File: config.mk
export PLATFORM = sky130hd
export DESIGN_NAME = alu_writeback
export DESIGN_NICKNAME = d
export VERILOG_FILES = /design/src/rtl/alu_writeback_pkg.sv /design/src/rtl/alu_writeback_regfile.sv /design/src/rtl/alu_writeback.sv
export SDC_FILE = /design/constraint.sdc
export NUM_CORES = 1
export LEC_CHECK = 0
export ABC_AREA = 1
export BUFFER_PORTS_ARGS = -buffer_cell sky130_fd_sc_hd__clkbuf_2
export CORE_MARGIN = 5
export CORE_UTILIZATION = 57
export CTS_BUF_LIST = sky130_fd_sc_hd__clkbuf_4 sky130_fd_sc_hd__clkbuf_8
export CTS_CLUSTER_SIZE = 8
export DETAILED_ROUTE_END_ITERATION = 10
export MAX_ROUTING_LAYER = met4
export PLACE_DENSITY = 0.83
export SYNTH_ARGS = -nofsm -noshare
export SYNTH_HDL_FRONTEND = slang
export SYNTH_HIERARCHICAL = 1
export SYNTH_SLANG_ARGS = --single-unit
File: constraint.sdc
create_clock -name clk -period 1.5 [get_ports clk]
set_input_delay 0.15 -clock clk [delete_from_list [all_inputs] [get_ports clk]]
set_output_delay 0.15 -clock clk [all_outputs]
set_load 0.05 [all_outputs]
File: src/rtl/alu_writeback_pkg.sv
// Shared types for the ALU issue/writeback stage: function encoding, flag
// register layout and the reset value of the flags.
package alu_writeback_pkg;

    typedef enum logic [2:0] {
        ALU_ADD = 3'd0,
        ALU_SUB = 3'd1,
        ALU_AND = 3'd2,
        ALU_OR  = 3'd3,
        ALU_XOR = 3'd4,
        ALU_INV = 3'd5
    } alu_func_e;

    typedef struct packed {
        logic z;
        logic p;
        logic c;
        logic v;
    } alu_flags_t;

    localparam alu_flags_t FLAGS_RESET = '{z: 1'b0, p: 1'b1, c: 1'b0, v: 1'b0};

    // Carry and overflow are only meaningful for the adder paths.
    function automatic logic is_arith(alu_func_e f);
        return (f == ALU_ADD) || (f == ALU_SUB);
    endfunction

    function automatic logic is_legal(logic [2:0] f);
        return f inside {ALU_ADD, ALU_SUB, ALU_AND, ALU_OR, ALU_XOR, ALU_INV};
    endfunction

endpackage

File: src/rtl/alu_writeback_regfile.sv
// Writeback register file: NUM_REGS x DATA_W, one synchronous write port and
// one combinational read port; out-of-range addresses read 0 and drop writes.
module wb_regfile #(
    parameter int unsigned DATA_W    = 8,
    parameter int unsigned NUM_REGS  = 4,
    localparam int unsigned REG_IDX_W = $clog2(NUM_REGS)
) (
    input  logic                 clk,
    input  logic                 rst,
    input  logic                 wr_en,
    input  logic [REG_IDX_W-1:0] wr_addr,
    input  logic [DATA_W-1:0]    wr_data,
    input  logic [REG_IDX_W-1:0] rd_addr,
    output logic [DATA_W-1:0]    rd_data
);

    localparam logic [REG_IDX_W:0] DEPTH = NUM_REGS[REG_IDX_W:0];

    logic [DATA_W-1:0] mem [NUM_REGS];
    logic              wr_in_range;
    logic              rd_in_range;

    assign wr_in_range = ({1'b0, wr_addr} < DEPTH);
    assign rd_in_range = ({1'b0, rd_addr} < DEPTH);

    always_ff @(posedge clk or posedge rst) begin
        if (rst) begin
            for (int unsigned i = 0; i < NUM_REGS; i++) begin
                mem[i] <= '0;
            end
        end else if (wr_en && wr_in_range) begin
            mem[wr_addr] <= wr_data;
        end
    end

    always_comb begin
        rd_data = '0;
        if (rd_in_range) begin
            rd_data = mem[rd_addr];
        end
    end

endmodule

File: src/rtl/alu_writeback.sv
// Issue/writeback stage around the ALU: accepts one op per handshake, drives the
// ALU for a single EXEC cycle, then retires the bus result into the register file.
module alu_writeback
    import alu_writeback_pkg::*;
#(
    parameter int unsigned DATA_W    = 8,
    parameter int unsigned NUM_REGS  = 4,
    localparam int unsigned REG_IDX_W = $clog2(NUM_REGS)
) (
    input  logic                 clk,
    input  logic                 rst,
    input  logic                 in_valid,
    output logic                 in_ready,
    input  logic [2:0]           in_func,
    input  logic [REG_IDX_W-1:0] in_dest,
    input  logic                 in_wb_en,
    input  logic                 in_flags_en,
    output logic [2:0]           alu_func,
    output logic                 alu_oe,
    input  logic [DATA_W-1:0]    bus_data,
    input  logic                 alu_z,
    input  logic                 alu_p,
    input  logic                 alu_c,
    input  logic                 alu_v,
    input  logic [REG_IDX_W-1:0] rd_addr,
    output logic [DATA_W-1:0]    rd_data,
    output logic [3:0]           flags,
    output logic                 wb_valid,
    output logic                 bad_func
);

    typedef enum logic {
        S_IDLE,
        S_EXEC
    } state_e;

    state_e                state;
    state_e                state_next;
    logic                  accept;
    logic [REG_IDX_W-1:0]  dest_q;
    logic                  wb_en_q;
    logic                  flags_en_q;
    alu_flags_t            flags_q;
    logic                  in_exec;
    logic                  legal;
    logic                  arith;
    logic                  wr_en;
    logic                  flags_upd;

    always_ff @(posedge clk or posedge rst) begin
        if (rst) begin
            state <= S_IDLE;
        end else begin
            state <= state_next;
        end
    end

    always_comb begin
        state_next = state;
        in_ready   = 1'b0;
        accept     = 1'b0;
        case (state)
            S_IDLE: begin
                in_ready = 1'b1;
                accept   = in_valid;
                if (in_valid) begin
                    state_next = S_EXEC;
                end
            end
            S_EXEC: begin
                state_next = S_IDLE;
            end
            default: begin
                state_next = S_IDLE;
            end
        endcase
    end

    // alu_func is the latched func itself, so it also drives the retire decode.
    assign in_exec   = (state == S_EXEC);
    assign legal     = is_legal(alu_func);
    assign arith     = is_arith(alu_func_e'(alu_func));
    assign wr_en     = in_exec && legal && wb_en_q;
    assign flags_upd = in_exec && legal && flags_en_q;

    always_ff @(posedge clk or posedge rst) begin
        if (rst) begin
            alu_oe     <= 1'b0;
            alu_func   <= ALU_ADD;
            dest_q     <= '0;
            wb_en_q    <= 1'b0;
            flags_en_q <= 1'b0;
            flags_q    <= FLAGS_RESET;
            wb_valid   <= 1'b0;
            bad_func   <= 1'b0;
        end else begin
            alu_oe   <= accept;
            wb_valid <= in_exec;
            bad_func <= in_exec && !legal;
            if (accept) begin
                alu_func   <= in_func;
                dest_q     <= in_dest;
                wb_en_q    <= in_wb_en;
                flags_en_q <= in_flags_en;
            end
            if (flags_upd) begin
                flags_q.z <= alu_z;
                flags_q.p <= alu_p;
                if (arith) begin
                    flags_q.c <= alu_c;
                    flags_q.v <= alu_v;
                end
            end
        end
    end

    assign flags = flags_q;

    wb_regfile #(
        .DATA_W   (DATA_W),
        .NUM_REGS (NUM_REGS)
    ) u_regfile (
        .clk     (clk),
        .rst     (rst),
        .wr_en   (wr_en),
        .wr_addr (dest_q),
        .wr_data (bus_data),
        .rd_addr (rd_addr),
        .rd_data (rd_data)
    );

    a_bus_known : assert property (@(posedge clk) disable iff (rst)
        wr_en |-> !$isunknown(bus_data));

    a_cv_known : assert property (@(posedge clk) disable iff (rst)
        (flags_upd && arith) |-> !$isunknown({alu_c, alu_v}));

endmodule
==> results of run 1 <==
power groups by stage:
| stage | combinational [W] | clock [W] | sequential [W] |
|---|---|---|---|
| 2_1_floorplan | 0.00117 | 0 | 0.00220 |
| 3_3_place_gp | 0.00163 | 0 | 0.00208 |
| 3_5_place_dp | 0.00170 | 0 | 0.00209 |
| 4_1_cts | 0.00171 | 0.000887 | 0.00207 |
| 5_1_grt | 0.00191 | 0.000931 | 0.00214 |
| 6_report | 0.00170 | 0.000863 | 0.00207 |
cell type report:
| class | count | area, µm² |
|---|---|---|
| flip-flops and latches | 46 | 1160 |
| well taps | 50 | 62.6 |
| repair buffers | 49 | 278 |
| inverters | 52 | 198 |
| multi-input cells | 186 | 908 |
| fillers | 336 | 1290 |
| clock buffers | 8 | 110 |
routing by layer:
metal	GRT usage	vias to the layer above
li1	-	994
met1	0.293	935
met2	0.370	58
met3	0.0527	8
met4	0.0644	0
met5	-	-
tightest hold or removal path, cell delays in order:
cell	delay (ns)
clkbuf_2	0.07
nand2_1	0.04
nand2_1	0.04
flip-flops by register name, summed over array words and instances, names as in the netlist:
signal,count
alu_func,3
u_regfile/mem,32
bad_func,1
flags_en_q,1
wb_en_q,1
dest_q,2
wb_valid,1
alu_oe,1
flags,4
cell usage after synthesis:
cell,n,share of area
nor2_1,1,0.0016
buf_6,4,0.019
nor2_2,1,0.0027
dfrtp_1,45,0.48
buf_4,4,0.013
nor2_8,1,0.0085
inv_2,4,0.0064
inv_4,1,0.0027
nand4_1,17,0.045
nand2_4,2,0.0096
and3_2,1,0.0032
nand2_1,123,0.20
inv_1,47,0.075
dfstp_2,1,0.011
o21ai_0,2,0.0043
buf_2,2,0.0043
nand3_1,24,0.051
o21ai_2,10,0.037
nand3_4,3,0.022
nand3_2,1,0.0043
per-stage QoR:
step | hold WS, ns | util | instances
3_3_place_gp | 0.199 | 0.648 | 382
5_1_grt | 0.0470 | 0.678 | 391
6_report | 0.0391 | 0.678 | 391
4_1_cts | 0.0299 | 0.678 | 391
2_1_floorplan | 0.0383 | - | 294
3_5_place_dp | 0.207 | 0.648 | 382
path summary, 6_finish.rpt:
| kind | cells after the start | startpoint | endpoint | slack, ns |
|---|---|---|---|---|
| hold / removal | 3 | in_dest[1] | dest_q[1]$_DFFE_PP0P_ | 0.04 |
| min in group asynchronous | 3 | rst | flags[0]$_DFFE_PP0P_ | 0.43 |
| max in group asynchronous | 3 | rst | alu_func[1]$_DFFE_PP0P_ | 0.69 |
| hold reg to reg | 2 | u_regfile/mem[24]$_DFFE_PP0P_ | u_regfile/mem[24]$_DFFE_PP0P_ | 0.48 |
| setup / recovery | 6 | alu_func[2]$_DFFE_PP0P_ | u_regfile/mem[13]$_DFFE_PP0P_ | 0.1 |
| setup reg to reg | 6 | alu_func[2]$_DFFE_PP0P_ | u_regfile/mem[13]$_DFFE_PP0P_ | 0.1 |
logic make-up after synthesis:
kind of cell	count (synthesis)	share of synthesized area
compound gates	12	0.0416
buf+inv	62	0.121
simple gates	174	0.346
flops	46	0.492
==> out/summary.txt, run 1 <==
Synth Net Count = 318
Syn Inst Count = 294
# hold bufs at CTS = 1
Die Span Y = 74.1 µm
CP max FO = 27
Via Count = 1995
overall power = 0.00463 W
Place WS = 0.122 ns
Wirelength per Cell = 13.4 µm
crit share post-route = 0.935
Switch Pwr = 0.00188 W
Pleak = 1.59 nW
unrepaired setup endpoints after global routing = no
clock-pin slew on the worst setup and hold paths = 0.08 ns
Seq pwr share = 0.447
Int Power = 0.00275 W
fmax = 713 MHz
endpoints failing hold = 0
yosys warns = 6
critical path capture point type = flip-flop
Num CTS Buffers = 5
Worst Path Arrival = 1.59 ns
total grt overflow = 0
Switching Fraction = 0.407
vias in the first global route = 1913
Gate power share = 0.367
later-pin clock latency in the skew report = 0.30 ns
I/O Pins = 43
worst path cell trace = nand2_1 -> and3_2 -> buf_12 -> nand3_4 -> nand2_1 -> nand2_1
IO buf count = 42
routability cong. = 0.816
Netlist cell types = 20
Inserted Diodes = 0
num rows = 23
post-CTS setup buffer count = 0
Pwr Density = 1710 mW/mm²
synthesized flop and latch total = 46
Required @ worst endpoint = 1.69 ns
CTS Sinks = 46
Post-Layout Inst Area = 0.00271 mm²
slowest CP cell = dfrtp_2
Worst-Margin Slew = 0.526 ns
commonest non-fill, non-tap cells in the layout = 123 x nand2_1, 47 x inv_1, 42 x dfrtp_1, 42 x clkbuf_2, 24 x nand3_1
met3 routed WL = 319 µm
Slew headroom = 0.649
area of placed instances = 0.00259 mm²
clk buf depth = 2
Routed WL = 5240 µm
skew final = 0.00481 ns
Syn Area/Cell = 7.97 µm²
crit path kind = reg2reg
CTS tree = done
leading cell type in the layout, fill and taps excluded = nand2_1
vias per cell = 5.10
largest stage delay on the critical path = 0.43 ns
Antenna Nets Post-Route = 0
DRT iter0 DRCs = 135
DR WL met2 = 2670 µm
Highest Signal Layer = met4
full die area = 0.00549 mm²
CP Launch Type = flip-flop
peak supply drop = 0.848 mV
sequential share of the synthesized area = 0.492
antenna violations before repair = 0
iteration count of the initial detailed-routing pass = 4
critical path's most frequent cell = nand2_1
largest net degree at the start of global routing = 33
core area = 0.00400 mm²
Routed met1 length = 2200 µm
Area Overhead vs Synth = 15.8%
share of layout cells above drive strength 1 = 0.246
final setup margin = 0.0981 ns
fin nets = 364
Post-route DRC = 0
Worst Hold Class = in2reg
Top delay family on crit path = simple AND/OR/NAND/NOR gates
gr usage total = 0.230
Die X = 74.1 µm
Clk pwr share = 0.186
root buf cell = clkbuf_8
Post-CTS Resized = 0
minimum clock period = 1.40 ns
Starting Density = 0.586
post-route setup TNS = 0 ns
max cap viols = 0
mapped cell area = 0.00234 mm²
first-pass GRT wire length = 9160 µm
CP bufs+invs = 1
Final Max Slew Viols = 0
H-tree lvl count = 2
DP Wirelength = 3860 µm
run status = finished clean
setup violators final = 0
No activity file was read; power rests on OpenSTA's default activity.
==> run 2, diff against run 1 <==
Settings changed: CORE_UTILIZATION 57 to 60, PLACE_DENSITY 0.83 to 0.87.
Clock period 1.5 ns to 1.8 ns, I/O delays scaled along.
==> run 2 against run 1 <==
Effect of this change:
- utilization rose by 4.3 points
- via count fell by 0.10%
- count of clock-buffer cells in the layout fell by 1
- final cell count shrank 0.51%
- sequential power is 17% lower
- die area down 4.3%
- first-iteration DRC count up 24%
- sequential share of layout area is 0.40 points higher
- non-clock buffer count stayed put
- maximum frequency decreased by 7.3%
- clock power shrank 24%
- critical path depth is 1 lower
- critical endpoint is now u_regfile/mem[5]$_DFFE_PP0P_
- highest routed layer unchanged
==> out/summary.txt, run 2 (same netlist as run 1, synthesis figures left out) <==
fin nets = 364 (unchanged)
Worst Path Arrival = 1.70 ns (+0.11 ns)
fmax = 661 MHz (-7.3%)
Post-Place Cells = 380 (-0.52%)
clock-pin slew on the worst setup and hold paths = 0.08 ns (about the same)
largest net degree at the start of global routing = 33 (unchanged)
worst r2r src = alu_func[2]$_DFFE_PP0P_
setup violators final = 0 (unchanged)
Required @ worst endpoint = 1.98 ns (+0.29 ns)
Starting Density = 0.631 (+0.0448)
crit path kind = reg2reg
crit share post-route = 0.840 (-0.0947)
minimum clock period = 1.51 ns (+0.110 ns)
Post-CTS Resized = 0 (unchanged)
Antenna Nets Post-Route = 0 (unchanged)
Die Span Y = 72.5 µm (-2.2%)
Routed WL = 5140 µm (-1.9%)
Inserted Diodes = 0 (unchanged)
final core occ = 0.721 (+0.0427)
Top delay family on crit path = simple AND/OR/NAND/NOR gates
Post-route DRC = 0 (unchanged)
endpoints failing hold = 0 (unchanged)
DP Wirelength = 3850 µm (-0.33%)
CP max FO = 16 (-41%)
Area Overhead vs Synth = 14.3%
critical path's most frequent cell = nand2_1
Place WS = 0.310 ns (+0.189 ns)
Final Max Slew Viols = 0 (unchanged)
Die X = 72.5 µm (-2.2%)
Num CTS Buffers = 5 (unchanged)
post-route setup TNS = 0 ns (unchanged)
leading cell type in the layout, fill and taps excluded = nand2_1
routability cong. = 0.859 (+5.2%)
skew final = 0.00556 ns (+0.000749 ns)
max cap viols = 0 (unchanged)
commonest non-fill, non-tap cells in the layout = 123 x nand2_1, 47 x inv_1, 45 x dfrtp_1
Pleak = 1.58 nW (-0.31%)
Pwr Density = 1400 mW/mm² (-18%)
CP bufs+invs = 0 (-1)
max reg flops = 32 (unchanged)
critical path capture point type = flip-flop
hold slack = 0.0669 ns (+0.0279 ns)
CP Launch Type = flip-flop
Hold EP = flags[2]$_DFFE_PP1P_
full die area = 0.00526 mm² (-4.3%)
I/O Pins = 43 (unchanged)
vias in the first global route = 2018 (+5.5%)
core area = 0.00372 mm² (-7.1%)
worst path cell trace = nand2_1 -> and3_2 -> nand3_4 -> nand2_1 -> o21ai_2
clk buf depth = 2 (unchanged)
slowest CP cell = dfrtp_1
root buf cell = clkbuf_8
gr usage total = 0.234 (+0.00405)
IO buf count = 42 (unchanged)
total grt overflow = 0 (unchanged)
reg2reg end = u_regfile/mem[5]$_DFFE_PP0P_
post-CTS setup buffer count = 0 (unchanged)
later-pin clock latency in the skew report = 0.30 ns (about the same)
final setup margin = 0.288 ns (+0.190 ns)
iteration count of the initial detailed-routing pass = 4 (unchanged)
DRT iter0 DRCs = 168 (+24%)
Wirelength per Cell = 13.2 µm (-1.4%)
CTS tree = done
vias per cell = 5.12 (+0.41%)
Layout Cells excl Fill = 389 (-0.51%)
H-tree lvl count = 2 (unchanged)
worst r2r path cells = 5 (-1)
Worst Hold Class = in2reg
Worst-Margin Slew = 0.512 ns (-0.0145 ns)
hold depth = 3 (unchanged)
HP Start = alu_p
run status = finished clean
Top reg by flops = u_regfile/mem
Via Count = 1993 (-0.10%)
share of layout cells above drive strength 1 = 0.238 (-0.00880)
R2R setup slack = 0.29 ns (+0.19 ns)
CTS Sinks = 46 (unchanged)
antenna violations before repair = 0 (unchanged)
Slew headroom = 0.658 (+0.00965)
unrepaired setup endpoints after global routing = no
peak supply drop = 0.733 mV (-14%)
largest stage delay on the critical path = 0.41 ns (-0.02 ns)
num rows = 22 (-4.3%)
first-pass GRT wire length = 9160 µm (about the same)
run 2: how the worst max path moves through the flow:
stage,depth (start not counted),to,start
floorplan,6,u_regfile/mem[4]$_DFFE_PP0P_,alu_oe$_DFF_PP0_
global placement,5,u_regfile/mem[0]$_DFFE_PP0P_,alu_func[2]$_DFFE_PP0P_
detailed placement,5,u_regfile/mem[1]$_DFFE_PP0P_,alu_func[2]$_DFFE_PP0P_
CTS,5,u_regfile/mem[5]$_DFFE_PP0P_,alu_func[2]$_DFFE_PP0P_
global route,5,u_regfile/mem[5]$_DFFE_PP0P_,alu_func[2]$_DFFE_PP0P_
finish,5,u_regfile/mem[5]$_DFFE_PP0P_,alu_func[2]$_DFFE_PP0P_
run 2: worst min-delay path: cells and delay by family:
kind,cells,cell delay (ns)
AOI/OAI and AO/OA,1,0.07
buffers and inverters,2,0.11
run 2: repair_timing:
| action | CTS | global route |
|---|---|---|
| hold endpoints to repair | 45 | 0 |
| hold buffers | 1 | 0 |
| endpoints found under the setup margin | 0 | 0 |
run 2: stage by stage:
stage	total power [W]	instance area [µm²]
final	0.00376	2680
after global routing	0.00408	2680
after CTS	0.00379	2680
after detailed placement	0.00313	2570
after global placement	0.00306	2570
after floorplan	0.00281	2340
run 2: final cells by class:
cell class	count	area, µm²
Clock buffer	7	90.1
Clock inverter	1	5.00
Fill cell	318	1040
Inverter	52	198
Multi-Input combinational cell	186	908
Sequential cell	46	1150
Tap cell	48	60.1
Timing Repair Buffer	49	265
run 2: routing by layer:
metal	vias to the layer above	part of all wire	track usage	wire length (µm)
li1	995	-	-	-
met1	927	0.41	0.271	2120
met2	62	0.51	0.398	2630
met3	9	0.064	0.0568	328
met4	0	0.014	0.0779	73
met5	-	0	-	0
run 2: where the power goes:
| part | switching [W] | total (W) | internal [W] |
|---|---|---|---|
| combinational | 0.000959 | 0.00139 | 0.000435 |
| clock | 0.000328 | 0.000653 | 0.000325 |
| sequential | 0.000254 | 0.00172 | 0.00146 |
| total | 0.00154 | 0.00376 | 0.00222 |
==> run 3, diff against run 2 <==
Settings changed: CORE_UTILIZATION 60 to 52, PLACE_DENSITY 0.87 to 0.8.
Clock period 1.8 ns to 1.3 ns, I/O delays scaled along.
==> run 3 against run 2 <==
Effect of this change:
- register-to-register slack got worse by 0.28 ns
- first-iteration DRC count decreased by 50%
- cell area increased by 7.3%
- non-clock buffer count increased by 12
- maximum frequency is 17% higher
- largest power group unchanged
- flip-flop and latch count did not move
- clock power rose by 34%
- largest cell class unchanged
- worst setup slack lost 0.28 ns
- utilization fell by 6.1 points
- clock skew about the same
==> out/summary.txt, run 3 (same netlist as run 1, synthesis figures left out) <==
run status = finished clean
met3 usage = 0.0386 (-0.0181)
crit path kind = reg2reg
endpoints failing hold = 0 (unchanged)
Inserted Diodes = 0 (unchanged)
commonest non-fill, non-tap cells in the layout = 116 x nand2_1, 47 x inv_1, 41 x dfrtp_1
first-pass GRT wire length = 8290 µm (-9.5%)
CP bufs+invs = 0 (unchanged)
vias in the first global route = 1872 (-7.2%)
WP depth = 5 (unchanged)
CP Launch Type = flip-flop
Required @ worst endpoint = 1.48 ns (-0.50 ns)
HP Start = in_wb_en
iteration count of the initial detailed-routing pass = 4 (unchanged)
max reg flops = 32 (unchanged)
Num CTS Buffers = 5 (unchanged)
Slew headroom = 0.652 (-0.00645)
largest net degree at the start of global routing = 33 (unchanged)
CTS Sinks = 46 (unchanged)
Post-Place Cells = 389 (+2.4%)
DRT iter0 DRCs = 84 (-50%)
clock-pin slew on the worst setup and hold paths = 0.08 ns (about the same)
clk buf depth = 2 (unchanged)
Wirelength per Cell = 12.5 µm (-5.2%)
Worst Hold Class = in2reg
Worst Setup SP = alu_func[2]$_DFFE_PP0P_
critical path capture point type = flip-flop
Antenna Nets Post-Route = 0 (unchanged)
Pleak = 1.65 nW (+4.4%)
minimum clock period = 1.30 ns (-0.215 ns)
Starting Density = 0.538 (-0.0924)
setup violators final = 0 (unchanged)
Post-route DRC = 0 (unchanged)
fin nets = 376 (+3.3%)
share of layout cells above drive strength 1 = 0.295 (+0.0571)
num rows = 24 (+9.1%)
busiest grt layer = met2
Pwr Density = 1880 mW/mm² (+34%)
CP max FO = 16 (unchanged)
Layout Cells excl Fill = 405 (+4.1%)
Worst Path Arrival = 1.47 ns (-0.23 ns)
antenna violations before repair = 0 (unchanged)
Final Max Slew Viols = 0 (unchanged)
Top reg by flops = u_regfile/mem
Routed WL = 5070 µm (-1.3%)
root buf cell = clkbuf_8
DP Wirelength = 3620 µm (-5.8%)
peak supply drop = 1.12 mV (+53%)
hold depth = 3 (unchanged)
Die X = 77.1 µm (+6.4%)
Die Span Y = 77.1 µm (+6.4%)
CTS tree = done
unrepaired setup endpoints after global routing = yes
hold slack = 0.0279 ns (-0.0391 ns)
number of fill cells = 364 (+14%)
worst r2r src = alu_func[2]$_DFFE_PP0P_
skew final = 0.00596 ns (+0.000404 ns)
leading cell type in the layout, fill and taps excluded = nand2_1
area of placed instances = 0.00264 mm² (+2.7%)
Via Count = 2021 (+1.4%)
total grt overflow = 0 (unchanged)
CP endpoint = u_regfile/mem[6]$_DFFE_PP0P_
vias per cell = 4.99 (-2.6%)
max cap viols = 0 (unchanged)
fmax = 771 MHz (+17%)
Worst-Margin Slew = 0.522 ns (+0.00967 ns)
routability cong. = 0.816 (-5.1%)
Area Overhead vs Synth = 22.7%
slowest CP cell = dfrtp_2
crit share post-route = 0.997 (+0.158)
met2 Use GR = 0.281 (-0.117)
R2R setup slack = 0.003 ns (-0.28 ns)
H-tree lvl count = 2 (unchanged)
IO buf count = 42 (unchanged)
Top delay family on crit path = simple AND/OR/NAND/NOR gates
later-pin clock latency in the skew report = 0.29 ns (about the same)
met1 global-route usage = 0.222 (-0.0493)
gr usage total = 0.175 (-0.0594)
worst r2r path cells = 5 (unchanged)
core area = 0.00435 mm² (+17%)
worst path cell trace = nand2_2 -> and3_4 -> nand3_4 -> nand2_1 -> o21ai_2
I/O Pins = 43 (unchanged)
reg2reg end = u_regfile/mem[6]$_DFFE_PP0P_
Post-Layout Inst Area = 0.00288 mm² (+7.3%)
overall power = 0.00540 W (+44%)
full die area = 0.00595 mm² (+13%)
largest stage delay on the critical path = 0.42 ns (about the same)
run 3: layout make-up:
type | instances | area, µm² | area share
multi-input combinational | 186 | 930 | 0.323
sequential | 46 | 1160 | 0.403
tap | 52 | 65.1 | 0.0226
clock inverter | 1 | 7.51 | 0.00261
timing repair buffer | 61 | 434 | 0.151
inverter | 52 | 198 | 0.0688
clock buffer | 7 | 83.8 | 0.0292
run 3: worst min path at each step:
stage | slack, ns | to
floorplan | 0.02 | alu_func[0]$_DFFE_PP0P_
CTS | 0.02 | wb_en_q$_DFFE_PP0P_
finish | 0.03 | wb_en_q$_DFFE_PP0P_
global route | 0.03 | wb_en_q$_DFFE_PP0P_
global placement | 0.18 | wb_valid$_DFF_PP0_
detailed placement | 0.18 | flags[3]$_DFFE_PP0P_
run 3: stage by stage:
step,worst slack (ns),setup TNS [ns],utilization
4_1_cts,0.00147,0,0.635
6_report,0.00328,0,0.660
5_1_grt,-0.0671,-0.317,0.660
2_1_floorplan,-0.121,-1.14,-
3_3_place_gp,0.0709,0,0.607
3_5_place_dp,0.0253,0,0.607
run 3: per-layer routing:
| layer | share of wire | routed length (µm) |
|---|---|---|
| met1 | 0.45 | 2270 |
| met2 | 0.49 | 2490 |
| met3 | 0.052 | 263 |
| met4 | 0.0079 | 40 |
| met5 | 0 | 0 |
run 3: report_power, final:
| group | switching [W] | total, W | internal (W) | leakage [nW] |
|---|---|---|---|---|
| Combinational | 0.00136 | 0.00214 | 0.000779 | 1.06 |
| Clock | 0.000454 | 0.000876 | 0.000423 | 0.0453 |
| Sequential | 0.000363 | 0.00239 | 0.00203 | 0.542 |
| Total | 0.00217 | 0.00540 | 0.00323 | 1.65 |
run 3: worst min-delay path: stages:
cell	delay (ns)
clkbuf_2	0.07
nand2_1	0.04
nand2_1	0.04
run 3: what timing repair did:
item	4_1_cts	5_1_grt
hold endpoints to repair	45	0
setup endpoints to repair	5	36
setup buffers	0	6
pin swaps	0	2
resized for setup	6	27
hold buffers	1	0
gates cloned	0	1
